File: src/rtl/mux_rr_arbiter.sv
// mux_rr_arbiter: two-input packet mux with a round-robin grant FSM.
//   A requester owns the mux from its grant until the beat carrying its last
//   flag. It may drop req or see out_ready low while it holds the grant; the
//   grant stays put. On the final beat, ownership passes straight to the other
//   requester if it is requesting, so no idle cycle is inserted.
//
// Optional feature: define MUX_ARB_TIMEOUT_EN to force release after MAX_HOLD
//   consecutive granted cycles without a beat. In that cycle, timeout pulses.
//
// Ports:
//   clk, rst_n          clock, asynchronous active-low reset
//   din_0/din_1         requester data (DATA_W)
//   req_0/req_1         requester valid/request
//   last_0/last_1       final beat of the requester's packet
//   out_ready           downstream accepts the current beat
//   gnt_0/gnt_1         ownership (one-hot or zero)
//   sel                 registered mux select (1 = din_1)
//   mux_out             combinational sel ? din_1 : din_0
//   out_valid           owner is presenting a beat
//   timeout             one-cycle pulse on forced release
module mux_rr_arbiter #(
   parameter int DATA_W   = 8,
   parameter int MAX_HOLD = 16
) (
   input  logic              clk,
   input  logic              rst_n,
   input  logic [DATA_W-1:0] din_0,
   input  logic [DATA_W-1:0] din_1,
   input  logic              req_0,
   input  logic              req_1,
   input  logic              last_0,
   input  logic              last_1,
   input  logic              out_ready,
   output logic              gnt_0,
   output logic              gnt_1,
   output logic              sel,
   output logic [DATA_W-1:0] mux_out,
   output logic              out_valid,
   output logic              timeout
);

   typedef enum logic [1:0] {IDLE = 2'd0, GRANT_0 = 2'd1, GRANT_1 = 2'd2} state_t;

   state_t state, state_nxt;
   logic   last_win, last_win_nxt;   // 1 after reset, so requester 0 goes first
   logic   sel_nxt;
   logic   beat, own_last, release_grant, force_rel;

   assign beat          = out_valid & out_ready;
   assign own_last      = (state == GRANT_1) ? last_1 : last_0;
   assign release_grant = (beat & own_last) | force_rel;

`ifdef MUX_ARB_TIMEOUT_EN
   localparam int CNT_W = (MAX_HOLD > 1) ? $clog2(MAX_HOLD) : 1;
   logic [CNT_W-1:0] stall_cnt;

   // Fires during the MAX_HOLD-th consecutive stalled granted cycle.
   assign force_rel = (state != IDLE) & ~beat & (stall_cnt == CNT_W'(MAX_HOLD - 1));

   always_ff @(posedge clk or negedge rst_n) begin
      if (!rst_n)
         stall_cnt <= '0;
      else if (state == IDLE || beat || state_nxt != state)
         stall_cnt <= '0;
      else
         stall_cnt <= stall_cnt + 1'b1;
   end
`else
   assign force_rel = 1'b0;
`endif

   assign timeout = force_rel;

   // State register. sel is kept as its own flop so it is a registered output.
   always_ff @(posedge clk or negedge rst_n) begin
      if (!rst_n) begin
         state    <= IDLE;
         last_win <= 1'b1;
         sel      <= 1'b0;
      end else begin
         state    <= state_nxt;
         last_win <= last_win_nxt;
         sel      <= sel_nxt;
      end
   end

   // Next-state logic.
   always_comb begin
      state_nxt = state;
      case (state)
         IDLE: begin
            if (req_0 && req_1) state_nxt = last_win ? GRANT_0 : GRANT_1;
            else if (req_0)     state_nxt = GRANT_0;
            else if (req_1)     state_nxt = GRANT_1;
         end
         GRANT_0: if (release_grant) state_nxt = req_1 ? GRANT_1 : IDLE;
         GRANT_1: if (release_grant) state_nxt = req_0 ? GRANT_0 : IDLE;
         default: state_nxt = IDLE;
      endcase

      last_win_nxt = last_win;
      if (state_nxt == GRANT_0 && state != GRANT_0) last_win_nxt = 1'b0;
      if (state_nxt == GRANT_1 && state != GRANT_1) last_win_nxt = 1'b1;
      sel_nxt = (state_nxt == GRANT_1);
   end

   // Output logic.
   always_comb begin
      gnt_0     = (state == GRANT_0);
      gnt_1     = (state == GRANT_1);
      out_valid = (gnt_0 & req_0) | (gnt_1 & req_1);
      mux_out   = sel ? din_1 : din_0;
   end

endmodule

File: config.mk
export PLATFORM = sky130hd
export DESIGN_NAME = mux_rr_arbiter
export DESIGN_NICKNAME = d
export VERILOG_FILES = /design/src/rtl/mux_rr_arbiter.sv
export SDC_FILE = /design/constraint.sdc
export NUM_CORES = 1
export LEC_CHECK = 0
export ABC_AREA = 1
export CORE_UTILIZATION = 29
export CTS_CLUSTER_DIAMETER = 50
export DETAILED_ROUTE_END_ITERATION = 10
export PLACE_DENSITY = 0.8
export SETUP_SLACK_MARGIN = 0.5
export SYNTH_ARGS = -nofsm -noshare
export SYNTH_HDL_FRONTEND = slang
export SYNTH_SLANG_ARGS = --single-unit
File: constraint.sdc
create_clock -name clk -period 1.6 [get_ports clk]
set_clock_uncertainty 0.15 [all_clocks]
set_input_delay 0.48 -clock clk [delete_from_list [all_inputs] [get_ports clk]]
set_output_delay 0.48 -clock clk [all_outputs]
set_load 0.01 [all_outputs]
# After elaboration in Yosys (flattened, before gate mapping)
# Index checks and enable logic that the tools add are counted.
op_classes:
  bitwise: 5
  eq_ne: 6
  reduce_logical: 5
  n_mux: 13
ops:
  columns: ["op", "count"]
  rows:
  - ["$mux 2", 7]
  - ["$mux 8", 1]
  - ["$pmux 2 s3", 1]
  - ["$and 1x1->1", 4]
  - ["$eq 2x1->1 const B", 2]
  - ["$eq 2x2->1 const B", 2]
  - ["$mux 1", 4]
  - ["$logic_and 1x1->1", 3]
  - ["$logic_not 2->1", 1]
  - ["$ne 2x1->1 const B", 1]
  - ["$ne 2x2->1 const B", 1]
  - ["$reduce_bool 2->1", 1]
  - ["$or 1x1->1", 1]
totals:
  output_inout_bits: 13
  regBits: 4
  inputBits: 23
  word_cells: 32

# Logic depth before layout (Yosys ltp)
logic_depth:
  word_depth: 11
  mapped_depth: 9
  depth_no_buf: 9

# Worst setup path after synthesis
# OpenSTA, ideal clock, no wires.
synth_timing:
  path_type: "register to output"
  start: "reg sel"
  end: "out mux_out[0]"
  arrival_ns: 0.945
  path_stages_with_launch: 3
  path_slack_ns: 0.025
  required_ns: 0.970
  cell_sequence: "dfrtp_1 -> buf_2 -> mux2_1"
synth_via:
  elab_chain_len: 1
synth_rtl:
  columns: ["item", "line", "text"]
  rows:
  - ["start, declared", "36", "output logic sel,"]
  - ["start signal, assigned", "83", "sel <= sel_nxt;"]
  - ["$mux 8", "112", "mux_out = sel ? din_1 : din_0;"]
  - ["end, declared", "37", "output logic [DATA_W-1:0] mux_out,"]
# Every way passes these cells.

# Final worst setup path
layout_timing:
  start: "reg sel"
  end: "out mux_out[1]"
# The elaborated chain is that of the path after synthesis.

==> reports/metrics.cfg <==
[run_status]
status=complete, but fails checks
violations=setup timing

[power_and_ir_drop]
swShare=0.385
p_sw_mw=0.615
internal_power_mw=0.981
seq_power_share=0.140
p_leak_nw=0.555
power_frac_comb=0.772
clkPwrFrac=0.088
powerDensity_nw_per_um2=1550
ir_drop_mv=1.09
finalPower_mw=1.60

[routing]
drtPass1Iterations=4
drc_errors=0
num_vias=559
wire_per_inst_um=14.0
drt-total-wl_um=1630
vias_per_cell=4.78
drt_iter0_markers=4
antenna_left=0

[logic_synthesis]
synth_area_leaders=mux2_1, dfrtp_1, nand3_1
synth_area_um2=382
synth.top_cell.area_share=0.236
synth-seq-area-share=0.266
avgSynthCellArea_um2=7.95
synth_cell_types=17
yosys.area.top_type=mux2_1
syn-num-nets=71
yosysWarnings=0
synthCells=48
synth_seq_cells=4

[cells_and_area]
final_common_cell=dlygate4sd2_1
nets=127
n_antenna_cell=0
layout_common_cells=dlygate4sd2_1, buf_6, buf_4, mux2_4
final_layout_size_suffix_gt1_frac=0.602
area_growth_pct=170

[critical_path]
worstSetupEndpointType=primary output
worst-endpoint-arrival_ps=1190
cp_cell_sequence=buf_12, mux2_4, buf_6
worst_setup_path_start_kind=register
startpoint=sel
reg2reg_to=last_win
crit_type=reg -> out
cp.required_ps=970
crit_fanout=9
reg2reg_from=state[1]
crit_slowest_cell=dfrtp_1
r2r_setup_slack_ps=40
ff2ff_path_depth=10
crit_path_max_incr_delay_ps=380

[floorplanning]
core_area_um2=1170
dieHeight_um=38.3
fp-row-count=12
initial_core_util=0.326
num_io_pins=36
fp.dieArea_um2=1460
die_w_um=38.3

[global_routing]
antenna_found_initial=0
grt_pass1_wl_um=2220
grt_pass1_vias=582
overflow=0
grt_max_degree=10
grt_usage=0.222

[timing]
post-route-period-util=1.14
fin_ws_ps=-221
hold_viol_final=0
finalMaxSlewViolations=0
fin_crit_ps=1820
setup_tns_ps=-1990
rsz0062_at_grt=true
setup_viol=12
clock.fmax_mhz=549

[clock_tree]
cts_inserted_buffers=3
clk_path_buf_depth=2
htree_levels=1
clkLatencyLatePin_ps=240
tritoncts=built
cts.sinks=4
cts_root_buf=clkbuf_4
clk_pin_slew_ps=50

[worst_hold_path]
hp-class=in -> async

[placement]
portBuffers=34
dp_hpwl_um=1090
gp_congestion=0.812

[job]
cap_violations=0

[worst max-delay path by stage]
stage                            end  slack (ps)  depth (start not counted)
after floorplan           mux_out[0]         100                          2
after global placement     out_valid        -720                          4
after detailed placement   out_valid        -730                          4
after CTS                 mux_out[1]        -230                          3
after global routing      mux_out[1]        -240                          3
final                     mux_out[1]        -220                          3
[layout make-up]
type	instances	area, um2
repair buffers	53	513
multi-input cells	33	334
fillers	64	139
flip-flops and latches	4	103
inverters	9	38.8
clock buffers	4	26.3
well taps	14	17.5
[power groups by stage]
stage	registers [mW]	clock network, mW	logic (mW)
after floorplan	0.216	0	0.467
after global placement	0.208	0	0.894
after detailed placement	0.209	0	0.916
after CTS	0.207	0.142	1.08
after global routing	0.227	0.148	1.30
final	0.223	0.141	1.23
[sequential cells by signal, indices dropped and copies added (netlist names)]
signal,count
state,2
last_win,1
sel,1
[Yosys cell counts]
cell,number
nand2_4,1
dfstp_2,1
a21oi_2,1
o211ai_1,1
inv_2,2
nand2_2,3
nor2_1,3
dfrtp_1,3
nand3_2,2
inv_1,7
mux2_1,8
conb_1,1
nand4_1,2
nand2_1,4
buf_2,1
buf_4,1
nand3_1,7
[repair_timing]
| item | 4_1_cts | 5_1_grt |
|---|---|---|
| endpoints found under the setup margin | 16 | 16 |
| cloned | 0 | 0 |
| pin swaps | 6 | 6 |
| gates resized for setup | 86 | 9 |
| buffers inserted | 6 | 4 |
| hold buffers | 0 | 0 |
[critical path, delay by kind of cell, from the launching register on]
| family | cells | cell delay, ps |
|---|---|---|
| mux | 1 | 300 |
| buf+inv | 2 | 270 |
| flops | 1 | 380 |
[routing by layer]
| metal | share of wire | track usage | wire, um | vias up |
|---|---|---|---|---|
| met4 | 0.013 | 0.0536 | 21 | 0 |
| met3 | 0.11 | 0.0640 | 175 | 2 |
| li1 | - | - | - | 269 |
| met1 | 0.31 | 0.151 | 499 | 259 |
| met2 | 0.57 | 0.521 | 937 | 29 |
| met5 | 0 | 0 | 0 | - |
[per-stage QoR]
step | cell area (um2) | std cells | utilization | hold slack [ps] | worst slack, ps
global route | 1030 | 117 | 0.881 | 315 | -243
global placement | 870 | 103 | 0.743 | 349 | -719
floorplan | 450 | 48 | - | 34.4 | 104
CTS | 961 | 113 | 0.821 | 296 | -228
finish | 1030 | 117 | 0.881 | 302 | -221
detailed placement | 870 | 103 | 0.743 | 361 | -728
[logic make-up after synthesis]
kind of cell | synth area share
other cells | 0.00983
mux | 0.236
simple gates | 0.325
buf+inv | 0.121
flops | 0.266
compound gates | 0.0426
Power figures use the tool's default switching activity.
